==> src/rtl/drac_icache_pkg.sv <==
// Shared icache types and constants.
// Holds the fill-arbiter state/owner encodings and the line beat count.
package drac_icache_pkg;

    localparam int ICACHE_FILL_BEATS = 4;

    typedef enum logic [1:0] {
        IFILL_IDLE,
        IFILL_REQ,
        IFILL_FILL,
        IFILL_DRAIN
    } ifill_arb_state_t;

    typedef enum logic {
        IFILL_OWNER_DMD,
        IFILL_OWNER_PF
    } ifill_owner_t;

endpackage

==> src/rtl/icache_ifill_arbiter.sv <==
// Arbitrates the single upper-level fill port between demand and prefetch.
// One line fill at a time; beats are routed to the owner or drained on flush.
module icache_ifill_arbiter
    import drac_icache_pkg::*;
#(
    parameter int PADDR_WIDTH = 34,
    parameter int WAY_WIDTH   = 2,
    parameter int DATA_WIDTH  = 128,
    parameter int N_BEATS     = ICACHE_FILL_BEATS
) (
    input  logic                       clk_i,
    input  logic                       rstn_i,
    input  logic                       flush_i,
    input  logic                       dmd_req_valid_i,
    input  logic [PADDR_WIDTH-1:0]     dmd_req_paddr_i,
    input  logic [WAY_WIDTH-1:0]       dmd_req_way_i,
    output logic                       dmd_req_ready_o,
    input  logic                       pf_req_valid_i,
    input  logic [PADDR_WIDTH-1:0]     pf_req_paddr_i,
    input  logic [WAY_WIDTH-1:0]       pf_req_way_i,
    output logic                       pf_req_ready_o,
    output logic                       up_req_valid_o,
    output logic [PADDR_WIDTH-1:0]     up_req_paddr_o,
    output logic [WAY_WIDTH-1:0]       up_req_way_o,
    input  logic                       up_req_ack_i,
    input  logic                       up_resp_valid_i,
    input  logic [$clog2(N_BEATS)-1:0] up_resp_beat_i,
    input  logic [DATA_WIDTH-1:0]      up_resp_data_i,
    output logic                       dmd_resp_valid_o,
    output logic                       pf_resp_valid_o,
    output logic [$clog2(N_BEATS)-1:0] resp_beat_o,
    output logic [DATA_WIDTH-1:0]      resp_data_o,
    output logic                       dmd_done_o,
    output logic                       pf_done_o,
    output logic                       beat_err_o,
    output logic                       busy_o
);

    localparam int BEAT_W = $clog2(N_BEATS);

    ifill_arb_state_t         state_q, state_d;
    ifill_owner_t             owner_q, owner_d;
    logic [BEAT_W-1:0]        cnt_q, cnt_d;
    logic                     flush_seen_q, flush_seen_d;
    logic [PADDR_WIDTH-1:0]   paddr_q, paddr_d;
    logic [WAY_WIDTH-1:0]     way_q, way_d;

    logic beat_ok;
    logic last_beat;
    logic route;
    logic done;

    assign beat_ok   = (up_resp_beat_i == cnt_q);
    assign last_beat = (cnt_q == BEAT_W'(N_BEATS - 1));

    always_comb begin
        state_d         = state_q;
        owner_d         = owner_q;
        cnt_d           = cnt_q;
        flush_seen_d    = flush_seen_q;
        paddr_d         = paddr_q;
        way_d           = way_q;
        dmd_req_ready_o = 1'b0;
        pf_req_ready_o  = 1'b0;
        beat_err_o      = 1'b0;
        route           = 1'b0;
        done            = 1'b0;

        unique case (state_q)
            IFILL_IDLE: begin
                beat_err_o = up_resp_valid_i;
                if (!flush_i) begin
                    if (dmd_req_valid_i) begin
                        dmd_req_ready_o = 1'b1;
                        paddr_d         = dmd_req_paddr_i;
                        way_d           = dmd_req_way_i;
                        owner_d         = IFILL_OWNER_DMD;
                    end else if (pf_req_valid_i) begin
                        pf_req_ready_o = 1'b1;
                        paddr_d        = pf_req_paddr_i;
                        way_d          = pf_req_way_i;
                        owner_d        = IFILL_OWNER_PF;
                    end
                end
                if (dmd_req_ready_o || pf_req_ready_o) begin
                    cnt_d        = '0;
                    flush_seen_d = 1'b0;
                    state_d      = IFILL_REQ;
                end
            end
            IFILL_REQ: begin
                beat_err_o = up_resp_valid_i;
                if (flush_i) flush_seen_d = 1'b1;
                // A demand miss to the line already being prefetched joins it.
                if (owner_q == IFILL_OWNER_PF && dmd_req_valid_i &&
                    dmd_req_paddr_i == paddr_q) begin
                    dmd_req_ready_o = 1'b1;
                    owner_d         = IFILL_OWNER_DMD;
                end
                if (up_req_ack_i) begin
                    state_d = (flush_seen_q || flush_i) ? IFILL_DRAIN
                                                        : IFILL_FILL;
                end
            end
            IFILL_FILL: begin
                if (up_resp_valid_i) begin
                    cnt_d      = BEAT_W'(cnt_q + 1'b1);
                    beat_err_o = !beat_ok;
                    route      = !flush_i;
                    done       = !flush_i && last_beat;
                end
                if (up_resp_valid_i && last_beat) begin
                    state_d = IFILL_IDLE;
                end else if (flush_i) begin
                    state_d = IFILL_DRAIN;
                end
            end
            IFILL_DRAIN: begin
                if (up_resp_valid_i) begin
                    cnt_d      = BEAT_W'(cnt_q + 1'b1);
                    beat_err_o = !beat_ok;
                    if (last_beat) state_d = IFILL_IDLE;
                end
            end
            default: state_d = IFILL_IDLE;
        endcase
    end

    always_ff @(posedge clk_i) begin
        if (!rstn_i) begin
            state_q      <= IFILL_IDLE;
            owner_q      <= IFILL_OWNER_DMD;
            cnt_q        <= '0;
            flush_seen_q <= 1'b0;
            paddr_q      <= '0;
            way_q        <= '0;
        end else begin
            state_q      <= state_d;
            owner_q      <= owner_d;
            cnt_q        <= cnt_d;
            flush_seen_q <= flush_seen_d;
            paddr_q      <= paddr_d;
            way_q        <= way_d;
        end
    end

    assign up_req_valid_o   = (state_q == IFILL_REQ);
    assign up_req_paddr_o   = paddr_q;
    assign up_req_way_o     = way_q;
    assign busy_o           = (state_q != IFILL_IDLE);
    assign resp_beat_o      = up_resp_beat_i;
    assign resp_data_o      = up_resp_data_i;
    assign dmd_resp_valid_o = route && (owner_q == IFILL_OWNER_DMD);
    assign pf_resp_valid_o  = route && (owner_q == IFILL_OWNER_PF);
    assign dmd_done_o       = done && (owner_q == IFILL_OWNER_DMD);
    assign pf_done_o        = done && (owner_q == IFILL_OWNER_PF);

endmodule

==> config.mk <==
export PLATFORM = sky130hd
export DESIGN_NAME = icache_ifill_arbiter
export DESIGN_NICKNAME = d
export VERILOG_FILES = /design/src/rtl/drac_icache_pkg.sv /design/src/rtl/icache_ifill_arbiter.sv
export SDC_FILE = /design/constraint.sdc
export NUM_CORES = 1
export LEC_CHECK = 0
export ABC_AREA = 1
export CAP_MARGIN = 10
export CELL_PAD_IN_SITES_DETAIL_PLACEMENT = 1
export CELL_PAD_IN_SITES_GLOBAL_PLACEMENT = 1
export CORE_AREA = 2 2 148 150
export DETAILED_ROUTE_END_ITERATION = 10
export DIE_AREA = 0 0 150 152
export PLACE_DENSITY = 0.85
export RECOVER_POWER = 50
export SYNTH_ARGS = -nofsm -noshare
export SYNTH_HDL_FRONTEND = slang
export SYNTH_SLANG_ARGS = --single-unit
==> constraint.sdc <==
create_clock -name clk_i -period 3.93 [get_ports clk_i]
set_input_delay 1.179 -clock clk_i [delete_from_list [all_inputs] [get_ports clk_i]]
set_output_delay 1.179 -clock clk_i [all_outputs]
set_load 0.02 [all_outputs]
==> results of run 1 <==
-- layer usage --
layer | up-vias | global-route usage [%] | wire length, µm
li1 | 1414 | - | -
met1 | 1350 | 10.4 | 4410
met2 | 162 | 19.4 | 6310
met3 | 62 | 5.53 | 1530
met4 | 0 | 5.53 | 566
met5 | - | 0 | 0
-- final cells by class --
class                      count  area [µm²]
clock inverter                 3        21.3
multi-input combinational    259        1500
fill                        2574       17000
tap                          280         350
clock buffer                   5         125
timing repair buffer         141        1370
inverter                      42         158
sequential                    42         841
-- critical path, delay by kind of cell --
kind / cells / cell delay (ns)
buf+inv: 4 / 0.75
simple gates: 8 / 0.71
-- flip-flops by register name, summed over array words and instances (netlist names) --
name,cells
cnt_q,2
up_req_way_o,2
owner_q,1
up_req_paddr_o,34
flush_seen_q,1
state_q,2
-- synthesized netlist by cell type --
library cell and n:
sky130_fd_sc_hd__nand3_1 6, sky130_fd_sc_hd__buf_2 8, sky130_fd_sc_hd__o21ai_1 20, sky130_fd_sc_hd__dfxtp_1 42
sky130_fd_sc_hd__mux2i_1 8, sky130_fd_sc_hd__a22oi_1 1, sky130_fd_sc_hd__ha_1 1, sky130_fd_sc_hd__inv_1 40
sky130_fd_sc_hd__clkbuf_1 3, sky130_fd_sc_hd__nand2_2 2, sky130_fd_sc_hd__a31oi_1 1, sky130_fd_sc_hd__mux2_2 27
sky130_fd_sc_hd__nor2_1 19, sky130_fd_sc_hd__nor2_4 1, sky130_fd_sc_hd__buf_4 133, sky130_fd_sc_hd__xnor2_1 22
sky130_fd_sc_hd__nor4_1 1, sky130_fd_sc_hd__o21ai_0 8, sky130_fd_sc_hd__nor3_1 3, sky130_fd_sc_hd__inv_2 2
sky130_fd_sc_hd__nand4_1 1, sky130_fd_sc_hd__a21oi_1 42, sky130_fd_sc_hd__nand2_1 96
-- worst max-delay path by stage --
stage	cells after the start	from	end	slack, ns
floorplan	3	dmd_req_valid_i	pf_req_ready_o	0.49
global placement	9	dmd_req_paddr_i[19]	dmd_req_ready_o	-0.62
detailed placement	9	dmd_req_paddr_i[19]	dmd_req_ready_o	-0.62
CTS	9	dmd_req_paddr_i[19]	dmd_req_ready_o	0.006
global route	11	dmd_req_paddr_i[13]	dmd_req_ready_o	-0.01
finish	12	dmd_req_paddr_i[13]	dmd_req_ready_o	0.11
-- kinds of logic (layout without fill, tap and decap cells) --
kind of cell               Yosys count  count (layout)  share of synthesized area, %
DFF                                 42              42                          23.9
xor gates and xnor gates            22              22                          5.48
adders and majority gates            1               1                         0.356
muxes                               35              35                          10.9
AOI/OAI and AO/OA                   72              72                          10.4
buffers and inverters              186             191                          34.4
and+or+nand+nor                    129             129                          14.6
-- power by group through the flow --
stage | Sequential [mW] | Clock [mW] | Combinational [mW]
finish | 0.596 | 0.437 | 0.884
global route | 0.610 | 0.484 | 0.972
CTS | 0.598 | 0.469 | 0.902
detailed placement | 0.606 | 0 | 0.892
global placement | 0.600 | 0 | 0.871
floorplan | 0.681 | 0 | 0.583
-- repair_timing --
action,4_1_cts,5_1_grt
buffers inserted,0,1
hold buffers,0,0
pin swaps,2,4
hold endpoints to repair,0,0
resized for setup,18,5
setup endpoints to repair,5,2
==> results.txt, run 1 <==
Clock tree synthesis inserted a total of 5 buffers. The maximum fanout encountered on the critical timing path came out at 3. Between clock sinks in the finished design, the worst skew comes to 0.00242 ns. The die height is 152 µm. The clock slew at the register clock pins of the worst setup and hold paths came out at around 0.070 ns. The worst setup timing slack at the placement stage came out at -0.621 ns.

The H-tree was split into 2 levels. Across the run, the number of max-cap violations was 0. The net count of the mapped netlist is ~700. Hold timing on the final database bottoms out at a slack of around 0.48 ns. The total negative setup slack is 0 ns. The analysis attributes to cell leakage a power of between 1.5 and 2 nW.

The part of the power in combinational logic is 46.1%. The top-area cell type share of the netlist area came out at 28.4%. After the last flow step, the layout net total stands at about 700. The total die area came out at 0.0228 mm². The wire length per cell is approximately 17 µm. The top-level port count came out at ~380. The maximum single-stage delay on the critical path is roughly 0.43 ns.

In this run, distinct cell masters in the synthesized netlist total 23. Sorting the synthesized cells by area gives the leading types as sky130_fd_sc_hd__buf_4 (28%), sky130_fd_sc_hd__dfxtp_1 (24%), sky130_fd_sc_hd__nand2_1 (10%). The relative contribution of sequential cells to total power came out at between 30% and 40%. The worst setup path is launched from an input port. The final core area utilization is 20.5%. The first-pass GRT wire length came out at approximately 18,000 µm.

The clock network latency to the later pin of the worst-skew pair is between 0.2 and 0.3 ns. Global routing used approximately 11% of the available tracks across all layers. Summing every instance area after synthesis gives between 0.003 and 0.004 mm². By instance count, the cell type seen most on the critical path is sky130_fd_sc_hd__nand2_1. The worst hold path terminates at flush_seen_q$_SDFFE_PN0P_.

The worst flop-to-flop path startpoint is state_q[1]$_SDFFE_PN0P_. At the worst endpoint, the arrival time is 2.64 ns. The area growth from synthesis to layout is 24.4%.

In this run, placement finished with an instance count of 763. The synthesized area divided by synthesized cell count came out at roughly 7.2 µm². The remaining global-route overflow came out at 0. The maximum clock insertion buffer count is 2. Walking the worst path, the cells encountered are clkdlybuf4s50_1 > inv_1 > nand2_1 > nand2_1 > nand2_1 > nor2_2 > buf_4 > nand2_1 > nor2_1 > nand3_2 > nand2_1 > buf_4. The number of hold violations in the final report was 0. The type of the setup path with the least slack is input port to output port. The library cell used most frequently in the layout, excluding fill and tap cells, is sky130_fd_sc_hd__clkdlybuf4s50_1.

The remaining number of nets flagged by the antenna check after routing is 0. For this configuration, the core starts out at a cell density of between 10% and 20%. The worst IR drop on VDD came out at approximately 0.00014 V. The placed instance area came out at 0.00418 mm². The worst hold path depth is 2. The endpoint required time on the critical path came out at 2.75 ns. The flop-to-flop setup slack is around 2.3 ns. The pin count of the biggest net entering global routing came out at 34. The count of antenna diodes in the layout came out at 0. The cell row count came out at between 50 and 60. For the pin with the worst max-slew slack, the measured transition is roughly 0.67 ns. The routability congestion estimate from global placement came out at 0.746. The total of endpoints with negative setup slack in the final report is 0. The number of antenna violations at the first check in global routing is 0. The power per unit of standard cell area came out at 439 mW/mm². The run finished with clean final reports. Setup repair after global routing could not meet its margin everywhere. The proportion of total power due to net switching came out at about 40%. The half-perimeter wire length of the detailed placement result came out at between 10,000 and 15,000 µm. The part of the Yosys area used for sequential elements came out at around a quarter. CTS saw 42 sinks. The number of optimization iterations in the first detailed-route pass came out at 4. The highest clock frequency the design can meet is around 260 MHz. The slowest stage cell on the critical path is sky130_fd_sc_hd__clkdlybuf4s50_1. The path class of the tightest hold or removal check is flop to flop.

The design draws 1.92 mW. The synthesized design spends more area on one cell type than any other, namely sky130_fd_sc_hd__buf_4. STA classifies the critical path endpoint as an output port. The die extent in x is roughly 150 µm.

In the layout the commonest cells are sky130_fd_sc_hd__clkdlybuf4s50_1 (118), sky130_fd_sc_hd__nand2_1 (95), sky130_fd_sc_hd__a21oi_1 (42), sky130_fd_sc_hd__dfxtp_1 (42), sky130_fd_sc_hd__inv_1 (40). TritonCTS built the clock tree. In this run the tightest slew margin relative to its limit is 55.1%. The via count of the first global-routing pass came out at 3,155. The number of cell instances on the worst register-to-register path came out at 12.

The final setup slack of the worst path came out at around 0.11 ns. The total detailed-routing wirelength is approximately 13,000 µm. The part of the total power dissipated in the clock network came out at between 20% and 30%. The number of slew-limit violations in the final report came out at 0. The detailed-route via count came out at about 3,000. The startpoint identified for the worst hold timing path is flush_seen_q$_SDFFE_PN0P_. The capture instance of the worst register-to-register path is owner_q$_SDFFE_PN0P_. The post-route non-filler standard cell count came out at 772. The number of remaining DRC errors is 0. After synthesis the netlist holds a flip-flop and latch count of 42. The internal cell power is 1.16 mW. The core outline area is 0.0214 mm².

The analysis attributes to net switching a power of ~760 µW. The final instance area came out at roughly 0.0044 mm². Port buffering added approximately 130 buffers. The via density per instance is ~3.9. The post-route netlist has a little over an eighth of its cells at a drive strength greater than 1. The minimum clock period came out at 3.82 ns. After layout, the worst path uses 97.1% of the clock period.

The number of warnings reported in the yosys synthesis log came out at 0. The count of mapped cells out of synthesis came out at between 400 and 500. After the first detailed-routing iteration, the DRC count stood at roughly 110. The tree is rooted in a sky130_fd_sc_hd__clkbuf_16.
Note: power is estimated with default switching activity, not from simulation.
==> run 2, diff against run 1 <==
--- a/config.mk
+++ b/config.mk
@@ -12,6 +12,8 @@
 export CORE_AREA = 2 2 148 150
 export DETAILED_ROUTE_END_ITERATION = 10
 export DIE_AREA = 0 0 150 152
+export GPL_ROUTABILITY_DRIVEN = 0
+export HOLD_SLACK_MARGIN = 0.03
 export PLACE_DENSITY = 0.85
 export RECOVER_POWER = 50
 export SYNTH_ARGS = -nofsm -noshare
==> results of run 2 <==
No change in the layout: final DEF, timing and power equal those of run 1.
==> run 3, diff against run 2 <==
--- a/config.mk
+++ b/config.mk
@@ -7,14 +7,12 @@
 export LEC_CHECK = 0
 export ABC_AREA = 1
 export CAP_MARGIN = 10
-export CELL_PAD_IN_SITES_DETAIL_PLACEMENT = 1
-export CELL_PAD_IN_SITES_GLOBAL_PLACEMENT = 1
-export CORE_AREA = 2 2 148 150
+export CORE_AREA = 2 2 151 153
 export DETAILED_ROUTE_END_ITERATION = 10
-export DIE_AREA = 0 0 150 152
+export DIE_AREA = 0 0 153 155
 export GPL_ROUTABILITY_DRIVEN = 0
 export HOLD_SLACK_MARGIN = 0.03
-export PLACE_DENSITY = 0.85
+export PLACE_DENSITY = 0.58
 export RECOVER_POWER = 50
 export SYNTH_ARGS = -nofsm -noshare
 export SYNTH_HDL_FRONTEND = slang
==> run 3 against run 2 <==
Net effect:
- die area increased by 4.0%
- global-route usage about the same
- non-clock buffer count decreased by 2
- via count decreased by 4.0%
- largest power group unchanged
- first-iteration DRC count increased by 11%
==> results.txt, run 3 (synthesized netlist as in run 1, its figures left out) <==
The flow ran to the end, and the final reports show no timing, DRC or antenna violations. In this run the most critical hold path is launched from flush_seen_q$_SDFFE_PN0P_. The number of cell instances on the worst register-to-register path is 6. For this run, the total global-route usage over all layers was measured as 11.0%. The clock arrives with about 0.006 ns of skew. The placed instance area came out at between 0.004 and 0.005 mm². In the routed design, unresolved DRC markers number 0. The tightest slew margin relative to the limit came out at a little under half. The count of antenna diodes in the layout is 0. Walking the worst path, the cells encountered are clkdlybuf4s50_1 > buf_4 > inv_1 > a31oi_1 > clkdlybuf4s50_1. The capture instance of the worst register-to-register path is up_req_paddr_o[10]$_SDFFE_PN0P_. The proportion of total power due to net switching is between 30% and 40%. The portion of the clock cycle consumed by the worst path in the final layout is between 90% and 100%. The top-level port count is 384. The die extent in x is between 150 and 200 µm. The analysis attributes to cell leakage a power of between 1.5 and 2 nW.

The remaining number of nets flagged by the antenna check after routing came out at 0. At the pin with the least slew margin, the transition time is 0.787 ns. The clock network latency to the later pin of the worst-skew pair came out at about 0.3 ns. The via density per instance came out at 3.70. The final instance area came out at ~0.0044 mm². The worst flop-to-flop path startpoint is state_q[0]$_SDFFE_PN0P_. The count of fill cells added during filler insertion is approximately 2,500. The number of port buffers came out at roughly 130. The half-perimeter wire length of the detailed placement result is 11,200 µm. The minimum clock period came out at 3.87 ns. Along the worst path, the maximum fanout reaches 2. In the layout the commonest cells are sky130_fd_sc_hd__clkdlybuf4s50_1 (121), sky130_fd_sc_hd__nand2_1 (93), sky130_fd_sc_hd__a21oi_1 (42), sky130_fd_sc_hd__dfxtp_1 (42), sky130_fd_sc_hd__inv_1 (40). Once the floorplan was initialized, standard cells occupied roughly 16% of the core.

The clock net in this run drives a total of 42 sinks. The initialized floorplan defines 55 standard-cell rows. The die height is 155 µm. The number of antenna violations at the first check in global routing came to 0.

Leaving out fill and tap cells, the most frequent cell in the layout is sky130_fd_sc_hd__clkdlybuf4s50_1. The worst IR drop on VDD is ~0.00015 V. After detailed routing, the average wire length per cell comes to about 18 µm. The via count of the first global-routing pass came out at approximately 2,800. The TritonCTS clock tree is built. The worst-case hold path end point is flush_seen_q$_SDFFE_PN0P_. For this design, the slowest cell found on the critical path is sky130_fd_sc_hd__clkdlybuf4s50_1. The flip-flop count of the largest register after layout came out at 34.

Total power for the finished layout comes to 1.92 mW. Setup repair after global routing could not meet its margin everywhere. The tool flagged a number of max-cap violations equal to 0. The area growth from synthesis to layout is 24.6%. The most numerous cell type found on the critical path is sky130_fd_sc_hd__clkdlybuf4s50_1. The number of optimization iterations in the first detailed-route pass is 5. The highest clock frequency the design can meet came out at roughly 260 MHz. By startpoint and endpoint, the worst setup path is classified as input port to output port. The number of buffers created by CTS came out at 5. For the worst setup path, the data required time is approximately 2.8 ns. For this block, the routed nets add up to between 10,000 and 15,000 µm of wire. For this block, the initial DRC count from the detailed router was between 100 and 150. The core outline area is 0.0222 mm². The pin count of the biggest net entering global routing came out at 43. The level count of the clock H-tree came out at 2. The number of nets in the layout came out at ~700.

The tightest min-delay check is of the flop to flop type. STA classifies the critical path startpoint as an input port. The part of the power in combinational logic is between 40 and 50%. The worst hold path depth is 2. The flop-to-flop setup slack is 2.27 ns. The internal portion of the total power is between 1 and 1.5 mW. In this run, flip-flops and latches consume between 30% and 40% of the power. STA puts the critical path data arrival time at around 2.7 ns.

The maximum clock insertion buffer count came out at 2. The total of endpoints with negative setup slack in the final report is 0. The power per unit of standard cell area came out at ~440 mW/mm².

The remaining global-route overflow is 0. The number of slew-limit violations in the final report is 0. The number of hold violations in the final report is 0.

The tree is rooted in a sky130_fd_sc_hd__clkbuf_16. The detailed-route via count is 2,867. The total die area is between 0.02 and 0.025 mm². The kind of end point of the critical path is an output port. Summed over all nets, the switching power comes to between 700 and 800 µW. The maximum single-stage delay on the critical path is ~0.67 ns. The first-pass GRT wire length is 18,800 µm. The clock slew at the register clock pins of the worst setup and hold paths is roughly 0.070 ns. The share of final-layout standard cells stronger than drive strength 1 came out at between 10% and 20%. The part of the total power dissipated in the clock network came out at between 20% and 30%.
run 3: cell count changes in the layout (fill, tap and decap cells not counted), moves of 2 or more:
| cell | change |
|---|---|
| sky130_fd_sc_hd__buf_4 | -2 |
| sky130_fd_sc_hd__dlygate4sd2_1 | -3 |
| sky130_fd_sc_hd__clkdlybuf4s50_1 | +3 |
| sky130_fd_sc_hd__nand2_2 | +2 |
| sky130_fd_sc_hd__nand2_1 | -2 |
run 3: worst max-delay path by stage:
| stage | end | start |
|---|---|---|
| finish | beat_err_o | up_resp_valid_i |
| global route | dmd_req_ready_o | dmd_req_paddr_i[21] |
| CTS | dmd_req_ready_o | dmd_req_paddr_i[21] |
| detailed placement | dmd_req_ready_o | dmd_req_paddr_i[19] |
| global placement | dmd_req_ready_o | dmd_req_paddr_i[19] |
| floorplan | pf_req_ready_o | dmd_req_valid_i |
run 3: area by class of cell:
| class | count | area (µm²) | area share, % |
|---|---|---|---|
| Multi-Input combinational cell | 259 | 1510 | 34.6 |
| Timing Repair Buffer | 139 | 1360 | 31.0 |
| Sequential cell | 42 | 841 | 19.2 |
| Tap cell | 285 | 357 | 8.14 |
| Inverter | 42 | 158 | 3.60 |
| Clock buffer | 7 | 143 | 3.26 |
| Clock inverter | 1 | 8.76 | 0.200 |
run 3: stage by stage:
step	TNS [ns]	utilization (%)	instances	setup slack [ns]	hold slack [ns]
after floorplan	0	-	487	0.485	0.441
after detailed placement	-0.690	18.8	766	-0.690	0.454
after CTS	0	19.6	774	0.00631	0.467
final	0	19.7	775	0.0639	0.467
after global placement	-0.718	18.8	766	-0.712	0.453
after global routing	-0.0426	19.7	775	-0.0426	0.489
run 3: timing repair:
| action | 4_1_cts | 5_1_grt |
|---|---|---|
| buffers inserted | 0 | 1 |
| resized for setup | 14 | 9 |
| endpoints found under the setup margin | 1 | 3 |
| pin swaps | 4 | 3 |
| hold endpoints to repair | 0 | 0 |
| hold buffers | 0 | 0 |
run 3: routing by layer:
metal	part of all wire (%)	vias up	track usage [%]
met5	0	-	0
li1	-	1411	-
met2	48	205	18.8
met4	3.8	0	4.94
met3	17	44	8.44
met1	31	1207	9.45
run 3: power groups by stage:
stage          logic, mW  clock network [mW]  registers, mW
6_report           0.857               0.464          0.594
3_3_place_gp       0.861                   0          0.603
4_1_cts            0.871               0.506          0.595
5_1_grt            0.945               0.519          0.608
2_1_floorplan      0.583                   0          0.681
3_5_place_dp       0.862                   0          0.604
run 3: critical path, delay by kind of cell:
family	cells	cell delay, ns
buffers and inverters	4	1.29
AOI/OAI and AO/OA	1	0.22
